File: src/rtl/unibus_dma_master.sv
// unibus_dma_master: Unibus NPR master running one DATI/DATO/DATOB cycle per request.
// Define UNIDMA_HOLDBUS_EN to let req_hold keep BBSY between requests (HELD state).
module unibus_dma_master #(
  parameter int ADDR_SETUP  = 15,
  parameter int DATA_DESKEW = 8,
  parameter int ADDR_HOLD   = 8,
  parameter int TIMEOUT     = 1000
) (
  input  logic        CLOCK,
  input  logic        RESET,
  input  logic        req_start,
  input  logic        req_write,
  input  logic        req_byte,
  input  logic        req_hold,
  input  logic [17:0] req_addr,
  input  logic [15:0] req_wdata,
  output logic        req_busy,
  output logic        req_done,
  output logic        req_timeout,
  output logic [15:0] req_rdata,
  output logic        npr_out_h,
  input  logic        npg_in_h,
  output logic        npg_out_h,
  output logic        sack_out_h,
  output logic        bbsy_out_h,
  output logic        msyn_out_h,
  output logic [17:0] a_out_h,
  output logic [1:0]  c_out_h,
  output logic [15:0] d_out_h,
  input  logic        bbsy_in_h,
  input  logic        sack_in_h,
  input  logic        ssyn_in_h,
  input  logic        init_in_h,
  input  logic [15:0] d_in_h
);
  typedef enum logic [3:0] {IDLE, REQ, GRANT, SETUP, MSYN, DESKEW, UNMSYN, HOLD, RELEASE, HELD} state_t;
  // Terminal counts: a state lasts N cycles, or one cycle when N is 0.
  localparam logic [15:0] T_SETUP  = 16'(ADDR_SETUP  == 0 ? 0 : ADDR_SETUP  - 1);
  localparam logic [15:0] T_DESKEW = 16'(DATA_DESKEW == 0 ? 0 : DATA_DESKEW - 1);
  localparam logic [15:0] T_HOLD   = 16'(ADDR_HOLD   == 0 ? 0 : ADDR_HOLD   - 1);
  localparam logic [15:0] T_TMO    = 16'(TIMEOUT     == 0 ? 0 : TIMEOUT     - 1);
  state_t state, nxt;
  logic [15:0] cnt, wdata;
  logic [17:0] addr;
  logic wr, byt, tmo, abrt, accept, set_tmo, ld_rdata, abort, keep, bus_on;
  logic unused_in;
  assign unused_in = sack_in_h;
`ifdef UNIDMA_HOLDBUS_EN
  assign keep = req_hold & ~abrt & ~init_in_h;
`else
  logic unused_hold;
  assign unused_hold = req_hold;
  assign keep = 1'b0;
`endif
  assign abort = init_in_h && state inside {REQ, GRANT, SETUP, MSYN, DESKEW, UNMSYN, HOLD};
  always_comb begin
    nxt = state;
    accept = 1'b0;
    set_tmo = 1'b0;
    ld_rdata = 1'b0;
    case (state)
      IDLE: if (req_start && !init_in_h) begin accept = 1'b1; nxt = REQ; end
      REQ: if (npg_in_h) nxt = GRANT;
      GRANT: if (!bbsy_in_h && !ssyn_in_h && !npg_in_h) nxt = SETUP;
      SETUP: if (cnt == T_SETUP) nxt = MSYN;
      MSYN: if (ssyn_in_h) nxt = DESKEW;
            else if (cnt == T_TMO) begin nxt = UNMSYN; set_tmo = 1'b1; end
      DESKEW: if (cnt == T_DESKEW) begin nxt = UNMSYN; ld_rdata = ~wr; end
      UNMSYN: if (!ssyn_in_h) nxt = HOLD;
              else if (cnt == T_TMO) begin nxt = HOLD; set_tmo = 1'b1; end
      HOLD: if (cnt == T_HOLD) nxt = RELEASE;
      RELEASE: nxt = keep ? HELD : IDLE;
`ifdef UNIDMA_HOLDBUS_EN
      HELD: if (init_in_h) nxt = IDLE;
            else if (req_start) begin accept = 1'b1; nxt = SETUP; end
            else if (!req_hold) nxt = IDLE;
`endif
      default: nxt = IDLE;
    endcase
    if (abort) begin
      nxt = RELEASE;
      set_tmo = 1'b1;
      ld_rdata = 1'b0;
    end
  end
  always_ff @(posedge CLOCK) begin
    if (RESET) begin
      state <= IDLE;
      cnt <= '0;
      addr <= '0;
      wdata <= '0;
      wr <= 1'b0;
      byt <= 1'b0;
      tmo <= 1'b0;
      abrt <= 1'b0;
      req_rdata <= '0;
    end else begin
      state <= nxt;
      cnt <= (nxt != state) ? '0 : (&cnt ? cnt : cnt + 16'd1);
      if (accept) begin
        addr <= req_addr;
        wdata <= req_wdata;
        wr <= req_write;
        byt <= req_byte;
        tmo <= 1'b0;
        abrt <= 1'b0;
      end
      if (set_tmo) tmo <= 1'b1;
      if (abort) abrt <= 1'b1;
      if (ld_rdata) req_rdata <= d_in_h;
    end
  end
  assign bus_on      = state inside {SETUP, MSYN, DESKEW, UNMSYN, HOLD};
  assign req_busy    = state inside {REQ, GRANT, SETUP, MSYN, DESKEW, UNMSYN, HOLD};
  assign req_done    = state == RELEASE;
  assign req_timeout = req_done & tmo;
  assign npr_out_h   = state == REQ;
  assign npg_out_h   = npg_in_h & (state == IDLE || state == HELD);
  assign sack_out_h  = state == GRANT;
  assign bbsy_out_h  = bus_on | (state == HELD);
  assign msyn_out_h  = state inside {MSYN, DESKEW};
  assign a_out_h     = bus_on ? addr : '0;
  assign c_out_h     = bus_on ? {wr, wr & byt} : 2'b00;
  assign d_out_h     = (bus_on && wr) ? wdata : '0;
endmodule
File: config.mk
export PLATFORM = sky130hd
export DESIGN_NAME = unibus_dma_master
export DESIGN_NICKNAME = d
export VERILOG_FILES = /design/src/rtl/unibus_dma_master.sv
export SDC_FILE = /design/constraint.sdc
export NUM_CORES = 1
export LEC_CHECK = 0
export CORE_MARGIN = 3
export CORE_UTILIZATION = 50
export DETAILED_ROUTE_END_ITERATION = 10
export HOLD_SLACK_MARGIN = 0.1
export PLACE_DENSITY_LB_ADDON = 0.1
export REMOVE_ABC_BUFFERS = 1
export SYNTH_ARGS = -nofsm -noshare
export SYNTH_HDL_FRONTEND = slang
export SYNTH_SLANG_ARGS = --single-unit
File: constraint.sdc
create_clock -name CLOCK -period 4.6 [get_ports CLOCK]
set_clock_uncertainty 0.1 [all_clocks]
set_input_delay 0.46 -clock CLOCK [delete_from_list [all_inputs] [get_ports CLOCK]]
set_output_delay 0.46 -clock CLOCK [all_outputs]
set_load 0.02 [all_outputs]
After elaboration in Yosys (flattened, before gate mapping)
Index checks and enable logic that the tools add are counted.
Widths: inputs -> output; s select.
{"block": "totals", "reg_bits": 73, "input_bits": 61, "out_inout_bits": 60, "wordCells": 71}
{"block": "classes", "n_addsub": 1, "eq_ne": 13, "muxes": 27, "n_bitwise": 5, "n_reduce_logical": 17}
{"op": "$mux 4", "n": 11}
{"op": "$pmux 4 s8", "n": 1}
{"op": "$mux 18", "n": 1}
{"op": "$add 16x1->16 const B", "n": 1}
{"op": "$eq 16x10->1 const B", "n": 1}
{"op": "$eq 16x3->1 const B", "n": 1}
{"op": "$eq 16x4->1 const B", "n": 1}
{"op": "$eq 4x3->1 const B", "n": 4}
{"op": "$mux 16", "n": 1}
{"op": "$reduce_and 16->1", "n": 1}
{"op": "$mux 1", "n": 11}
{"op": "$eq 4x2->1 const B", "n": 2}
{"op": "$eq 4x4->1 const B", "n": 2}
{"op": "$reduce_bool 7->1", "n": 1}
{"op": "$logic_and 1x1->1", "n": 5}
{"op": "$reduce_bool 5->1", "n": 1}
{"op": "$eq 4x1->1 const B", "n": 1}
{"op": "$logic_not 1->1", "n": 4}
{"op": "$logic_not 4->1", "n": 1}
{"op": "$ne 4x4->1", "n": 1}
{"op": "$reduce_bool 2->1", "n": 2}
{"op": "$and 1x1->1", "n": 3}
{"op": "$mux 2", "n": 1}
{"op": "$pmux 1 s2", "n": 1}
{"op": "other kinds (4)", "n": 4}

Depth between registers and ports, before layout
Gate-level depths: netlist (run 1).
{"block": "depth", "ltp_word": 8, "mapped_depth": 9, "depth_no_buf": 8}

Least setup slack after synthesis (run 1)
OpenSTA, ideal clock, no wires.
{"block": "synth_timing", "path_kind": "reg-to-output", "startpoint": "register state[3]", "endpoint": "output req_timeout", "t_arrival_ns": 1.595, "required_ns": 4.040, "setup_slack_ns": 2.445, "path_stages_with_launch": 5, "n_path_buf": 1, "cell_sequence": "dfxtp_1 clkbuf_1 nand2b_1 nor3_1 and2_1"}
{"block": "synth_via", "elab_chain_len": 2}
{"item": "start, declared", "line_no": "42", "rtl": "state_t state, nxt;"}
{"item": "start signal, assigned", "line_no": "98", "rtl": "state <= nxt;"}
{"item": "$eq 4x4->1"}
{"item": "net req_done", "line_no": "18", "rtl": "output logic req_done,"}
{"item": "$and 1x1->1", "line_no": "116", "rtl": "assign req_timeout = req_done & tmo;"}
{"item": "end, declared", "line_no": "19", "rtl": "output logic req_timeout,"}
The timed path passes the listed nets, and every way through them passes these cells.

Final worst setup path (run 1)
{"block": "layout_timing", "startpoint": "register state[0]", "endpoint": "output d_out_h[6]"}
{"block": "layout_via", "elab_chain_len": 4, "elab_cells_between_ends": 8, "classes_between": "5 x eq/ne; 1 x mux; 2 x reduce/logical"}
{"item": "$eq 4x2->1 / $eq 4x3->1 (equally long branches)", "line_no": "113", "rtl": "assign bus_on = state inside {SETUP, MSYN, DESKEW, UNMSYN, HOLD};"}
{"item": "$reduce_bool 5->1 *", "line_no": "113"}
{"item": "$logic_and 1x1->1 *", "line_no": "124", "rtl": "assign d_out_h = (bus_on && wr) ? wdata : '0;"}
{"item": "$mux 16 *", "line_no": "124"}
{"item": "end, declared", "line_no": "29", "rtl": "output logic [15:0] d_out_h,"}
Mark *: on every way between the ends. The rest lies on a longest branch, timed or not.

==> impl_metrics.tcl, run 1 <==
set metrics [dict create \
    p_leak_nw 1.824 \
    htreeDepth 3 \
    numCtsBuffers 9 \
    final_nets 633 \
    routed_wl_microns 9672 \
    end_kind "primary output" \
    synth-simple-area-share 0.3743 \
    synthTopCellsByCount "nand2_1, dfxtp_1, a21oi_1, nor2_1, and2_1" \
    crit_start "state[0]" \
    yosysTopAreaCell "dfxtp_1" \
    slew_violations 0 \
    antenna_found_initial 0 \
    n_antenna_cell 0 \
    max_freq_mhz 281.9 \
    initial_utilization 0.5267 \
    post-route-util 0.7250 \
    avgSynthCellArea_sq_um 7.716 \
    syn_to_final_growth_pct 37.67 \
    ys_seq_area_frac 0.3996 \
    status "finished, final reports clean" \
    crit_path_max_incr_delay_ns 0.75 \
    synth_flop_cell "dfxtp_1" \
    yosysWarnings 0 \
    setup_viol 0 \
    drive_gt1_frac 0.08362 \
    clock_latency_ns 0.33 \
    dr.pass1.iters 5 \
    cts_setup_buffers 0 \
    setup_tns_ns 0 \
    ir_worst_vdd_uv 164.0 \
    hpwl_microns 6602 \
    finalCriticalPeriod_ns 3.547 \
    num_rows 30 \
    crit_buf_inv 1 \
    ys_types 48 \
    io_buffers 118 \
    cts_resized 0 \
    place_congestion 0.8919 \
    io_pins 121 \
    worstHoldStart "addr[0]" \
    worst-path-max-fanout 36 \
    cts_sinks 73 \
    rsz0062_at_grt "false" \
    dieWidth_microns 91.53 \
    cp_cell_sequence "nand3_1, nand2_1, and3_1, clkdlybuf4s50_1" \
    grt_pass1_wl_microns 15930 \
    crit_family "simple AND/OR/NAND/NOR gates" \
    slowest_stage "dfxtp_1" \
    drt_iter0_markers 220 \
    die-area_sq_mm 0.008377 \
    hp-class "reg -> reg" \
    muxShareOfSynthArea 0.01368 \
    fillCellCount 550 \
    root_buffer "clkbuf_8" \
    grt_max_degree 55 \
    antenna_left 0 \
    path_clk_slew_ns 0.08 \
    cts_tree "done" \
    synthMostInstantiatedCell "nand2_1" \
    slew_headroom 0.3880 \
    synth_xor_area_frac 0.03113 \
    r2r_start "cnt[0]" \
    worstPathRequired_ns 4.04 \
    synth_compound_area_frac 0.1232 \
    crit_arrival_ns 2.99 \
    syn_area_sq_mm 0.003657 \
    die_h_microns 91.53 \
    hold_viol_final 0 \
    p_per_area_mw_per_mm2 284.8 \
    synth_edf_count 0 \
    netlist_instances 474 \
    grt_pass1_vias 3355 \
    drv_cap 0 \
    power.total_w 0.001434 \
    cp-start-kind "flop" \
    min_period_over_period 0.7712 \
    track_usage 0.2302 \
    wl_per_cell_microns 14.44 \
    ctsHoldBuffers 0 \
    clock_path_buffers 2 \
    ys_ff_latch 73 \
    synth_area_leaders "dfxtp_1, nand2_1, a21oi_1" \
    core_sq_mm 0.006944 \
    gr-total-overflow 0 \
    route.detailed.drc 0 \
    synth_fa_ha_area_frac 0.006842 \
    worst_pin_slew_ns 0.9158 \
    vias_per_cell 5.385 \
    yosys.area.top_type_share 0.3996 \
    synth_top_family_by_area "simple AND/OR/NAND/NOR gates" \
    synthArstFlopShare 0 \
    path_class "reg -> out" \
    vias 3608 \
]
-- registers in the layout, indices dropped and copies added, names as in the netlist --
name,cells
wr,1
tmo,1
byt,1
req_rdata,16
wdata,16
cnt,16
addr,18
state,4
-- cell families after synthesis --
family,count (synthesis)
adders and majority gates,2
muxes,5
xor gates and xnor gates,13
buffers and inverters,40
and+or+nand+nor,265
AOI/OAI and AO/OA,76
DFF,73
-- metrics by stage --
| stage | instance area, sq um | cells | worst slack, ns | hold WS (ns) |
|---|---|---|---|---|
| after detailed placement | 4803 | 655 | 1.378 | 0.3422 |
| final | 5035 | 670 | 1.053 | 0.3514 |
| after floorplan | 3485 | 438 | 2.083 | 0.3257 |
| after global routing | 5035 | 670 | 0.7973 | 0.3683 |
| after CTS | 5035 | 670 | 1.012 | 0.3528 |
| after global placement | 4803 | 655 | 1.416 | 0.3372 |
-- metal layers --
| metal | wire [microns] | up-vias | GRT usage | part of all wire |
|---|---|---|---|---|
| li1 | - | 1801 | - | - |
| met1 | 4207 | 1680 | 0.2942 | 0.43 |
| met2 | 4680 | 108 | 0.3816 | 0.48 |
| met3 | 572 | 19 | 0.04391 | 0.059 |
| met4 | 211 | 0 | 0.08920 | 0.022 |
| met5 | 0 | - | 0 | 0 |
-- final cells by class --
type,instances,area (sq um),share of cell area
inverters,4,15.01,0.002982
repair buffers,121,1199,0.2381
flip-flops and latches,73,1461,0.2903
clock inverters,5,103.9,0.02063
multi-input cells,361,2008,0.3989
well taps,96,120.1,0.02386
clock buffers,10,127.6,0.02535
-- worst register-to-register path, stage by stage, from the launching register on --
cell and delay (ns):
dfxtp_1 0.39, ha_1 0.45, nand4b_2 0.25, nor4b_4 0.35
and3_1 0.74, nand2_1 0.14, a21oi_1 0.18
-- worst paths after layout --
path / slack, ns / cells after the start / end
setup / recovery: 1.05 / 4 / d_out_h[6]
hold / removal: 0.35 / 2 / addr[0]
setup reg to reg: 1.94 / 6 / req_rdata[15]
hold reg to reg: 0.35 / 2 / addr[0]
-- placed cells by master (no fill, tap or decap), types with 3 or more instances in the layout --
cell type / count
nor2_1: 34
buf_4: 3
a21oi_2: 10
xor2_1: 9
nor4b_1: 4
and2_1: 23
and3_1: 19
nor3_1: 6
nand2_2: 10
o21ai_0: 6
and4_1: 3
nor4_1: 3
bufinv_16: 3
dfxtp_1: 73
nand4_1: 13
clkdlybuf4s50_1: 117
mux2i_1: 5
xnor2_1: 4
nand3_1: 19
nand2_1: 112
nand2b_1: 3
nor2b_1: 3
inv_1: 4
clkbuf_8: 9
a21oi_1: 48
-- power by group --
group / switching, W / internal [W] / leakage (nW)
logic: 0.0000793 / 0.0000839 / 1.12
clock network: 0.000238 / 0.000359 / 0.117
registers: 0.0000202 / 0.000654 / 0.592
total: 0.000337 / 0.00110 / 1.82
(Power assumes the default switching activity.)
==> run 2: changes to the inputs <==
--- a/config.mk
+++ b/config.mk
@@ -6,7 +6,7 @@
 export NUM_CORES = 1
 export LEC_CHECK = 0
 export CORE_MARGIN = 3
-export CORE_UTILIZATION = 50
+export CORE_UTILIZATION = 46
 export DETAILED_ROUTE_END_ITERATION = 10
 export HOLD_SLACK_MARGIN = 0.1
 export PLACE_DENSITY_LB_ADDON = 0.1
==> constraint.sdc (replaced) <==
create_clock -name CLOCK -period 3.4 [get_ports CLOCK]
set_clock_uncertainty 0.1 [all_clocks]
set_input_delay 0.34 -clock CLOCK [delete_from_list [all_inputs] [get_ports CLOCK]]
set_output_delay 0.34 -clock CLOCK [all_outputs]
set_load 0.02 [all_outputs]
==> impl_metrics.tcl, run 2 (synthesis gave the netlist of run 1 again) <==
set metrics [dict create \
    cts_sinks 73 \
    die-area_sq_mm 0.009056 \
    end_kind "primary output" \
    ir_worst_vdd_uv 225.7 \
    initial_utilization 0.4886 \
    cts_setup_buffers 0 \
    hpwl_microns 6591 \
    io_pins 121 \
    fillCellCount 646 \
    io_buffers 118 \
    setup_tns_ns 0 \
    path_clk_slew_ns 0.08 \
    drv_cap 0 \
    antenna_left 0 \
    hold_viol_final 0 \
    worstPathRequired_ns 2.96 \
    drive_gt1_frac 0.08854 \
    crit_arrival_ns 2.56 \
    die_h_microns 95.17 \
    fin_area_sq_mm 0.005030 \
    numCtsBuffers 9 \
    final_nets 635 \
    clock_path_buffers 2 \
    cts_tree "done" \
    largest-register "addr" \
    dr.pass1.iters 4 \
    track_usage 0.2128 \
    cp-start-kind "flop" \
    wl_per_cell_microns 14.14 \
    rsz0062_at_grt "false" \
    hp-class "reg -> reg" \
    final_common_cell "clkdlybuf4s50_1" \
    core_sq_mm 0.007486 \
    cts_resized 0 \
    setup_ws_ns 0.3963 \
    p_leak_nw 1.827 \
    routed_wl_microns 9545 \
    num_rows 31 \
    gr-total-overflow 0 \
    worst_pin_slew_ns 0.7977 \
    clock_latency_ns 0.34 \
    route.detailed.drc 0 \
    setup_viol 0 \
    reg2regPathDepth 6 \
    grt_max_degree 55 \
    vias 3563 \
    finalCriticalPeriod_ns 3.004 \
    status "finished, final reports clean" \
    htreeDepth 3 \
    ctsHoldBuffers 0 \
    dieWidth_microns 95.17 \
    vias_per_cell 5.279 \
    p_per_area_mw_per_mm2 371.4 \
    drt_iter0_markers 199 \
    path_class "reg -> out" \
    syn_to_final_growth_pct 37.53 \
    min_period_over_period 0.8834 \
    mostFrequentLayoutCells "clkdlybuf4s50_1, nand2_1, dfxtp_1, a21oi_1, nor2_1" \
    worst-path-max-fanout 36 \
    slew_violations 0 \
    antenna_found_initial 0 \
    largest_reg_flops 18 \
    max_freq_mhz 332.9 \
    place_congestion 0.8916 \
    multi_input_area_sq_mm 0.002008 \
    root_buffer "clkbuf_8" \
    place_area_sq_mm 0.004822 \
    n_antenna_cell 0 \
    power.total_w 0.001868 \
    holdPathStages 2 \
    grt_pass1_wl_microns 15430 \
    slew_headroom 0.4682 \
    regArea_sq_mm 0.001461 \
    grt_pass1_vias 3272 \
    dp_slack_ns 0.7759 \
]
[run 2: worst paths after layout]
check            from           end  slack, ns
max reg2reg    cnt[0]  req_rdata[4]       0.76
min           addr[0]       addr[0]       0.35
min reg2reg   addr[0]       addr[0]       0.35
max          state[1]   d_out_h[10]       0.40
[run 2: layer usage]
metal  vias to the layer above  global-route usage  wire length (microns)
li1                       1807                   -                      -
met1                      1621              0.2747                   4142
met2                       124              0.3411                   4435
met3                        11             0.05288                    815
met4                         0             0.08293                    152
met5                         -                   0                      0
[run 2: area by class of cell]
type / instances / area share
clock buffers: 9 / 0.02463
clock inverters: 6 / 0.01667
inverters: 4 / 0.002985
multi-input cells: 361 / 0.3993
flip-flops and latches: 73 / 0.2905
well taps: 99 / 0.02463
repair buffers: 123 / 0.2413
[run 2: per-stage QoR]
step           hold WS (ns)  utilization  std cells
2_1_floorplan        0.3024            -        438
6_report             0.3501       0.6719        675
5_1_grt              0.3690       0.6719        675
4_1_cts              0.3446       0.6719        675
3_5_place_dp         0.3420       0.6442        660
3_3_place_gp         0.3374       0.6442        660
[run 2: power by group]
| group | internal (W) | total (W) | switching, W |
|---|---|---|---|
| clock | 0.000407 | 0.000733 | 0.000326 |
| sequential | 0.000885 | 0.000907 | 0.0000220 |
| combinational | 0.000115 | 0.000228 | 0.000113 |
| total | 0.00141 | 0.00187 | 0.000462 |
[run 2: critical path: stages, from the launching register on]
cell             delay, ns
dfxtp_1               0.70
nand3_1               0.26
nand2_1               0.13
buf_4                 0.29
and3_1                0.21
clkdlybuf4s50_1       0.63
